File: config.mk
export PLATFORM = sky130hd
export DESIGN_NAME = adder_nbit_serial
export DESIGN_NICKNAME = d
export VERILOG_FILES = /design/src/rtl/adder_nbit_serial.sv
export SDC_FILE = /design/constraint.sdc
export NUM_CORES = 1
export LEC_CHECK = 0
export ABC_AREA = 1
export ABC_CLOCK_PERIOD_IN_PS = 3500
export BUFFER_PORTS_ARGS = -buffer_cell sky130_fd_sc_hd__buf_4
export CORE_ASPECT_RATIO = 0.75
export CORE_UTILIZATION = 35
export DETAILED_ROUTE_END_ITERATION = 8
export SYNTH_ARGS = -nofsm -noshare
export SYNTH_HDL_FRONTEND = slang
export SYNTH_SLANG_ARGS = --single-unit
File: constraint.sdc
create_clock -name clk -period 3.5 [get_ports clk]
set_input_delay 0.525 -clock clk [delete_from_list [all_inputs] [get_ports clk]]
set_output_delay 0.525 -clock clk [all_outputs]
set_load 0.02 [all_outputs]
File: src/rtl/adder_nbit_serial.sv
// adder_nbit_serial
// Multi-cycle adder: (a + b + carry_in) computed CHUNK bits per clock, with
// the inter-chunk carry held in a register so the combinational carry chain
// is only CHUNK+1 bits long.
//
// Parameters
//   NUM_BITS  operand / result width (>= 2)
//   CHUNK     bits added per clock; must divide NUM_BITS
//
// Ports
//   clk        in   rising-edge clock
//   n_rst      in   asynchronous active-low reset
//   start      in   request a new addition (accepted in IDLE or DONE)
//   a, b       in   operands, captured on the accepting edge
//   carry_in   in   carry into bit 0, captured on the accepting edge
//   busy       out  high while chunks are being added
//   done       out  one-cycle pulse when sum/carry_out/overflow update
//   sum        out  registered (a+b+carry_in) mod 2^NUM_BITS
//   carry_out  out  registered carry out of the MSB
//   overflow   out  registered two's-complement overflow
module adder_nbit_serial #(
  parameter int NUM_BITS = 16,
  parameter int CHUNK    = 4
) (
  input  logic                clk,
  input  logic                n_rst,
  input  logic                start,
  input  logic [NUM_BITS-1:0] a,
  input  logic [NUM_BITS-1:0] b,
  input  logic                carry_in,
  output logic                busy,
  output logic                done,
  output logic [NUM_BITS-1:0] sum,
  output logic                carry_out,
  output logic                overflow
);

  localparam int NCHUNK = NUM_BITS / CHUNK;
  localparam int IDX_W  = (NCHUNK > 1) ? $clog2(NCHUNK) : 1;

  localparam logic [1:0] S_IDLE = 2'd0;
  localparam logic [1:0] S_ADD  = 2'd1;
  localparam logic [1:0] S_DONE = 2'd2;

  if ((NUM_BITS < 2) || ((NUM_BITS % CHUNK) != 0)) begin : g_bad_param
    $error("adder_nbit_serial: NUM_BITS=%0d must be >= 2 and divisible by CHUNK=%0d",
           NUM_BITS, CHUNK);
  end

  logic [1:0]          state;
  logic [IDX_W-1:0]    idx;
  logic [NUM_BITS-1:0] a_q;
  logic [NUM_BITS-1:0] b_q;
  logic                cin_q;    // captured carry_in, kept for the result check
  logic                carry_q;  // ripple carry between chunks
  logic [NUM_BITS-1:0] acc;

  logic [CHUNK-1:0]    a_chunk;
  logic [CHUNK-1:0]    b_chunk;
  logic [CHUNK:0]      chunk_sum;
  logic [NUM_BITS-1:0] acc_next;
  logic                last_chunk;
  logic                accept;

  // Two's-complement overflow: like-signed operands giving an opposite-signed sum.
  function automatic logic signed_ovf(input logic signed [NUM_BITS-1:0] x,
                                      input logic signed [NUM_BITS-1:0] y,
                                      input logic signed [NUM_BITS-1:0] s);
    return (x[NUM_BITS-1] == y[NUM_BITS-1]) && (s[NUM_BITS-1] != x[NUM_BITS-1]);
  endfunction

  // Chunk datapath: one CHUNK+1-bit add whose MSB becomes the next carry.
  always_comb begin
    a_chunk    = a_q[idx*CHUNK +: CHUNK];
    b_chunk    = b_q[idx*CHUNK +: CHUNK];
    chunk_sum  = {1'b0, a_chunk} + {1'b0, b_chunk} + {{CHUNK{1'b0}}, carry_q};
    acc_next   = acc;
    acc_next[idx*CHUNK +: CHUNK] = chunk_sum[CHUNK-1:0];
    last_chunk = (idx == IDX_W'(NCHUNK - 1));
  end

  // DONE accepts a new start so operations can run back-to-back.
  assign accept = start && ((state == S_IDLE) || (state == S_DONE));

  always_ff @(posedge clk or negedge n_rst) begin
    if (!n_rst) begin
      state     <= S_IDLE;
      idx       <= '0;
      a_q       <= '0;
      b_q       <= '0;
      cin_q     <= 1'b0;
      carry_q   <= 1'b0;
      acc       <= '0;
      sum       <= '0;
      carry_out <= 1'b0;
      overflow  <= 1'b0;
    end else begin
      case (state)
        S_IDLE, S_DONE: begin
          if (accept) begin
            a_q     <= a;
            b_q     <= b;
            cin_q   <= carry_in;
            carry_q <= carry_in;
            idx     <= '0;
            acc     <= '0;
            state   <= S_ADD;
          end else begin
            state   <= S_IDLE;
          end
        end
        S_ADD: begin
          acc     <= acc_next;
          carry_q <= chunk_sum[CHUNK];
          if (last_chunk) begin
            sum       <= acc_next;
            carry_out <= chunk_sum[CHUNK];
            overflow  <= signed_ovf(a_q, b_q, acc_next);
            state     <= S_DONE;
`ifndef SYNTHESIS
            assert ({chunk_sum[CHUNK], acc_next} ==
                    ({1'b0, a_q} + {1'b0, b_q} + {{NUM_BITS{1'b0}}, cin_q}))
            else $error("adder_nbit_serial: a=%h b=%h cin=%b -> carry_out=%b sum=%h",
                        a_q, b_q, cin_q, chunk_sum[CHUNK], acc_next);
`endif
          end else begin
            idx <= idx + 1'b1;
          end
        end
        default: state <= S_IDLE;
      endcase
    end
  end

  assign busy = (state == S_ADD);
  assign done = (state == S_DONE);

endmodule

==> metrics, run 1 <==
outcome finished, final reports clean; number of I/O pins 56; Starting Density 0.3686; uppermost layer routed met4; CTS root buffer clkbuf_16; total CTS buffers 9; Hold Crit Class primary input to async pin; Post-CTS Hold Buffers 0; post-layout minimum cycle time 2.787 ns; Worst Setup SP idx[1]$_DFFE_PN0P_; #FFs+latches synth 71; Fill cells 921; FP Rows 30; max-cap check violation count 0; ys flop type dfrtp_1; Slew HR 0.4098; CTS tree done; H-tree levels 3; WL met1 3826 um; DR WL met3 369 um; Setup Skew 0.004601 ns; RSZ-0062 raised after global routing false; overall power 0.004321 W; Die Footprint 10,170 um2; Place WS 0.7659 ns; first-pass GRT wire length 12,650 um; port bufs 55; CP required 3.74 ns; register area share after synthesis 0.5200; total core area 9271 um2; Syn Nets 397; area leader, netlist dfrtp_1; final setup fails 0; fin crit share 0.7964; Synth top cells by count nand2_1 (82), dfrtp_1 (71), inv_1 (38); fmax 358.8 MHz; DP Area 3925 um2; vias per cell 4.800; post-route cell area 4205 um2; r2r endpoint acc[13]$_DFFE_PN0P_; Initial DRT Pass Iterations 4; post-route ant nets 0; most common cell in the synthesized netlist nand2_1; WP data arrival 3.03 ns; metal2 WL 3105 um; Post-Syn Instances 350; R2R depth 11; Final Max Slew Viols 0; layout cells sized above 1 0.2696; Setup TNS 0 ns; Post-synth EDFFs 0; Synth top area share 0.5200; diodes inserted 0; via count 2,573; Synth Warn # 0; Worst-Skew Late Latency 0.33 ns; leading post-synthesis cells by cell area dfrtp_1 (52%), mux2_2 (11%), nand2_1 (9.0%), o21ai_0 (4.2%), inv_1 (4.2%); Die Ht 87.57 um; worst r2r src idx[1]$_DFFE_PN0P_; RePlAce Congestion 0.8692; post-DR wirelength/cell 13.81 um; Clock Sinks 71; post-DP HPWL 5300 um; worst setup margin 0.7127 ns; worst reg-to-reg setup slack 0.71 ns; GRT overflow 0; Cell Area, Synth 3417 um2; number of DRC markers in iteration 0 210; All-Layer GR Usage 0.1683; Avg Inst Size Synth 9.763 um2; NumNets Final 452; largest net degree at the start of global routing 72; vias in the first global route 2,529; Max clock buf depth 2; # Post-CTS Setup Buffers 0; Routed WL 7401 um; area grow syn2layout 23.07%; die width 116.1 um; post-CTS sizing 0; endpoint class of the critical path flip-flop; DRC violation count after routing 0; initial antenna violation count 0; worst-case vdd ir drop 0.0003588 V; Critical Path Start Type flip-flop; critical path fanouts, max 14; Reg clk slew, reported paths 0.05 ns; Final Hold Viols 0; worst slew pin tran 0.8853 ns; Netlist cell types 29; async set-reset flop share out of synthesis 1.000; Leak 2.015 nW; CP endpoint acc[13]$_DFFE_PN0P_; WS Path Type flip-flop to flip-flop; pwr dens 1028 nW/um2
## report_power, final
part	leakage, nW	switching [W]	internal (W)
clock network	0.136	0.000304	0.000563
registers	0.904	0.000205	0.00117
logic	0.974	0.00128	0.000802
## worst min-delay path by stage
stage | startpoint | to | slack [ns] | depth (start not counted)
2_1_floorplan | n_rst | a_q[0]$_DFFE_PN0P_ | 0.23 | 0
3_3_place_gp | overflow$_DFFE_PN0P_ | overflow$_DFFE_PN0P_ | 0.47 | 2
3_5_place_dp | carry_out$_DFFE_PN0P_ | carry_out$_DFFE_PN0P_ | 0.47 | 2
4_1_cts | n_rst | sum[15]$_DFFE_PN0P_ | 0.35 | 1
5_1_grt | n_rst | sum[15]$_DFFE_PN0P_ | 0.42 | 1
6_report | n_rst | sum[15]$_DFFE_PN0P_ | 0.31 | 1
## cell type report
type / instances / area (um2) / share of cell area
inverters: 41 / 163.9 / 0.03898
multi-input cells: 225 / 1396 / 0.3320
clock buffers: 13 / 250.2 / 0.05951
clock inverters: 1 / 30.03 / 0.007141
repair buffers: 57 / 427.9 / 0.1018
well taps: 128 / 160.2 / 0.03808
flip-flops and latches: 71 / 1777 / 0.4225
## registers in the layout (all words and copies together) (netlist names)
register / cells
state: 2
carry_q: 1
sum: 16
a_q: 16
b_q: 16
acc: 16
overflow: 1
idx: 2
carry_out: 1
## placed cells by master, fill, tap and decap left out, drive strengths merged
master and n:
a21oi 5, nand3 9, or2 1, mux2 32
buf 57, nor3 1, nand2 83, o22ai 20
dfrtp 71, a32oi 2, o21bai 1, nand4 4
inv 41, ha 9, o21ai 34, clkbuf 13
nor2 21, bufinv 1, a22oi 1, fa 2
## critical path, stage by stage (launching register included)
cell     delay (ns)
dfrtp_1        0.54
inv_1          0.30
o21ai_0        0.15
o22ai_1        0.11
fa_1           0.44
inv_1          0.09
fa_1           0.44
nor2_1         0.18
nand2_1        0.11
o22ai_1        0.14
inv_1          0.08
o22ai_1        0.12
## stage by stage
step	instances	utilization	hold slack (ns)
floorplan	350	-	0.2294
global placement	522	0.4233	0.4666
detailed placement	522	0.4233	0.4673
CTS	536	0.4536	0.3521
global route	536	0.4536	0.4156
finish	536	0.4536	0.3106
## layer usage
layer / GRT usage / up-vias
met1: 0.2392 / 1241
met4: 0.06294 / 0
met2: 0.2392 / 53
met3: 0.05329 / 10
met5: 0 / -
li1: - / 1269
## cells by family after synthesis
family                     count (synthesis)  share of synthesized area
buffers and inverters                     54                    0.07140
muxes                                     32                     0.1055
AOI/OAI and AO/OA                         63                     0.1055
and+or+nand+nor                          119                     0.1531
DFF                                       71                     0.5200
adders and majority gates                 11                    0.04467
Power figures use the tool's default switching activity.
==> run 2, diff against run 1 <==
ABC_AREA = 0   (was 1)
ABC_CLOCK_PERIOD_IN_PS = 2450   (was 3500)
clock period = 2.45 ns   (was 3.5 ns; I/O delays follow)
==> metrics, run 2 <==
critical path fanouts, max 6 (-8); Reg clk slew, reported paths 0.06 ns (about the same); fmax 411.1 MHz (+15%); Initial DRT Pass Iterations 4 (unchanged); commonest non-fill, non-tap cells in the layout nand2_1 (111), buf_4 (73), dfrtp_1 (70); port bufs 55 (unchanged); via count 2,622 (+1.9%); total CTS buffers 9 (unchanged); Routed WL 8151 um (+10%); Clock Sinks 71 (unchanged); total core area 9159 um2 (-1.2%); post-DP HPWL 5709 um (+7.7%); CTS root buffer clkbuf_16; leading post-synthesis cells by cell area dfrtp_1 (53%), nand2_1 (13%), mux4_2 (5.4%), ha_1 (3.4%), a32o_1 (2.4%); CTS tree done; DP Cell Count 515 (-1.3%); Slew HR 0.5528 (+0.1430); Die Ht 86.52 um (-1.2%); DRC violation count after routing 0 (unchanged); Synth top area share 0.5330 (+0.01308); worst-case vdd ir drop 0.0005854 V (+63%); Final Hold Viols 0 (unchanged); Setup TNS 0 ns (unchanged); vias in the first global route 2,568 (+1.5%); diodes inserted 0 (unchanged); post-layout minimum cycle time 2.433 ns (-0.3545 ns); Post-synth EDFFs 0 (unchanged); area of the multi-input gates 1603 um2 (+15%); WS Path Type flip-flop to flip-flop; Avg Inst Size Synth 10.10 um2 (+3.5%); worst slew pin tran 0.6708 ns (-0.2145 ns); FP Rows 30 (unchanged); async set-reset flop share out of synthesis 1.000 (unchanged); hold_ws 0.06808 ns (-0.2425 ns); Leak 2.195 nW (+8.9%); initial antenna violation count 0 (unchanged); Cell Area, Synth 3333 um2 (-2.5%); pwr dens 1703 nW/um2 (+66%); Synth top cells by count nand2_1 (111), dfrtp_1 (71), inv_1 (17); most common cell after layout, fill and taps aside nand2_1; vias per cell 4.910 (+2.3%); max-cap check violation count 0 (unchanged); H-tree levels 3 (unchanged); Synth Warn # 0 (unchanged); ys flop type dfrtp_1; Syn Nets 377 (-5.0%); Setup Skew 0.004489 ns (-0.0001121 ns); most common cell in the synthesized netlist nand2_1; fin crit share 0.9930 (+0.1966); final setup fails 0 (unchanged); Reg area 1778 um2 (about the same); Critical Path Start Type flip-flop; post-route ant nets 0 (unchanged); outcome finished, final reports clean; post-DR wirelength/cell 15.26 um (+11%); WP data arrival 2.71 ns (-0.32 ns); Post-CTS Hold Buffers 0 (unchanged); Post-Syn Instances 330 (-5.7%); Starting Density 0.3639 (-0.004622); Fill cells 858 (-6.8%); fin cells 534 (-0.37%); Max clock buf depth 2 (unchanged); GRT overflow 0 (unchanged); area grow syn2layout 36.41%; All-Layer GR Usage 0.1817 (+0.01345); die width 114.7 um (-1.2%); R2R depth 6 (-5); RePlAce Congestion 0.8060 (-7.3%); CP required 2.72 ns (-1.02 ns); worst setup margin 0.01722 ns (-0.6955 ns); Die Footprint 9922 um2 (-2.4%); Hold Crit Class primary input to async pin; NumNets Final 448 (-0.88%); endpoint class of the critical path flip-flop; Final Max Slew Viols 0 (unchanged); number of DRC markers in iteration 0 159 (-24%); register area share after synthesis 0.5330 (+0.01308); Netlist cell types 41 (+41%); RSZ-0062 raised after global routing true; Place WS -0.1159 ns (-0.8818 ns); area leader, netlist dfrtp_1; Worst-Skew Late Latency 0.33 ns (about the same); number of I/O pins 56 (unchanged); layout cells sized above 1 0.3276 (+0.05798); #FFs+latches synth 71 (unchanged); first-pass GRT wire length 13,410 um (+5.9%); largest net degree at the start of global routing 53 (-26%)
-- run 2: cell count changes after synthesis, sizes merged, moves of 13 or more --
cell,previous run,this run
o22ai,20,1
inv,41,17
mux2,32,4
nor2,21,8
o21ai,34,15
nand2,83,111
-- run 2: critical path, stage by stage (launching register included) --
cell     delay (ns)
dfrtp_2        0.47
mux4_2         0.57
fa_2           0.42
inv_2          0.07
fa_2           0.50
nor2_4         0.18
a22o_2         0.16
-- run 2: metrics by stage --
| stage | area, um2 | util | power [W] |
|---|---|---|---|
| 6_report | 4547 | 0.4964 | 0.007745 |
| 5_1_grt | 4547 | 0.4964 | 0.008238 |
| 4_1_cts | 4407 | 0.4811 | 0.007176 |
| 3_5_place_dp | 3984 | 0.4350 | 0.005296 |
| 3_3_place_gp | 3984 | 0.4350 | 0.005242 |
| 2_1_floorplan | 3343 | - | 0.004051 |
-- run 2: final cells by class --
cell class	instances	share of cell area
tap	128	0.03522
clock buffer	11	0.05559
multi-input combinational	225	0.3525
timing repair buffer	76	0.1280
inverter	18	0.01486
sequential	71	0.3910
clock inverter	5	0.02284
-- run 2: timing repair --
action,4_1_cts,5_1_grt
pin swaps,2,13
resized for setup,14,25
buffers inserted,1,2
setup endpoints to repair,24,20
-- run 2: final timing paths --
path | from | to | slack (ns)
min | n_rst | b_q[14]$_DFFE_PN0P_ | 0.07
min in group clk | b[8] | b_q[8]$_DFFE_PN0P_ | 0.22
min reg2reg | a_q[10]$_DFFE_PN0P_ | a_q[10]$_DFFE_PN0P_ | 0.48
max in group asynchronous | n_rst | a_q[7]$_DFFE_PN0P_ | 1.76
max reg2reg | idx[0]$_DFFE_PN0P_ | acc[13]$_DFFE_PN0P_ | 0.02
max | idx[0]$_DFFE_PN0P_ | acc[13]$_DFFE_PN0P_ | 0.02
-- run 2: power breakdown --
group	total [W]	switching, W	internal [W]
logic	0.00418	0.00220	0.00199
clock network	0.00153	0.000483	0.00105
registers	0.00203	0.000355	0.00167
total	0.00775	0.00304	0.00471
-- run 2: metal layers --
metal / track usage / share of wire / up-vias
met3: 0.05664 / 0.058 / 10
met4: 0.05549 / 0.013 / 0
li1: - / - / 1264
met2: 0.2551 / 0.42 / 68
met5: 0 / 0 / -
met1: 0.2673 / 0.51 / 1280
-- run 2: logic make-up (layout without fill, tap and decap cells) --
kind of cell	Yosys count	count (layout)	share of synthesized area
adders and majority gates	11	11	0.04580
and+or+nand+nor	143	143	0.1884
DFF	71	71	0.5330
buffers and inverters	34	110	0.03941
AOI/OAI and AO/OA	58	58	0.1231
xor gates and xnor gates	1	1	0.002628
muxes	12	12	0.06757
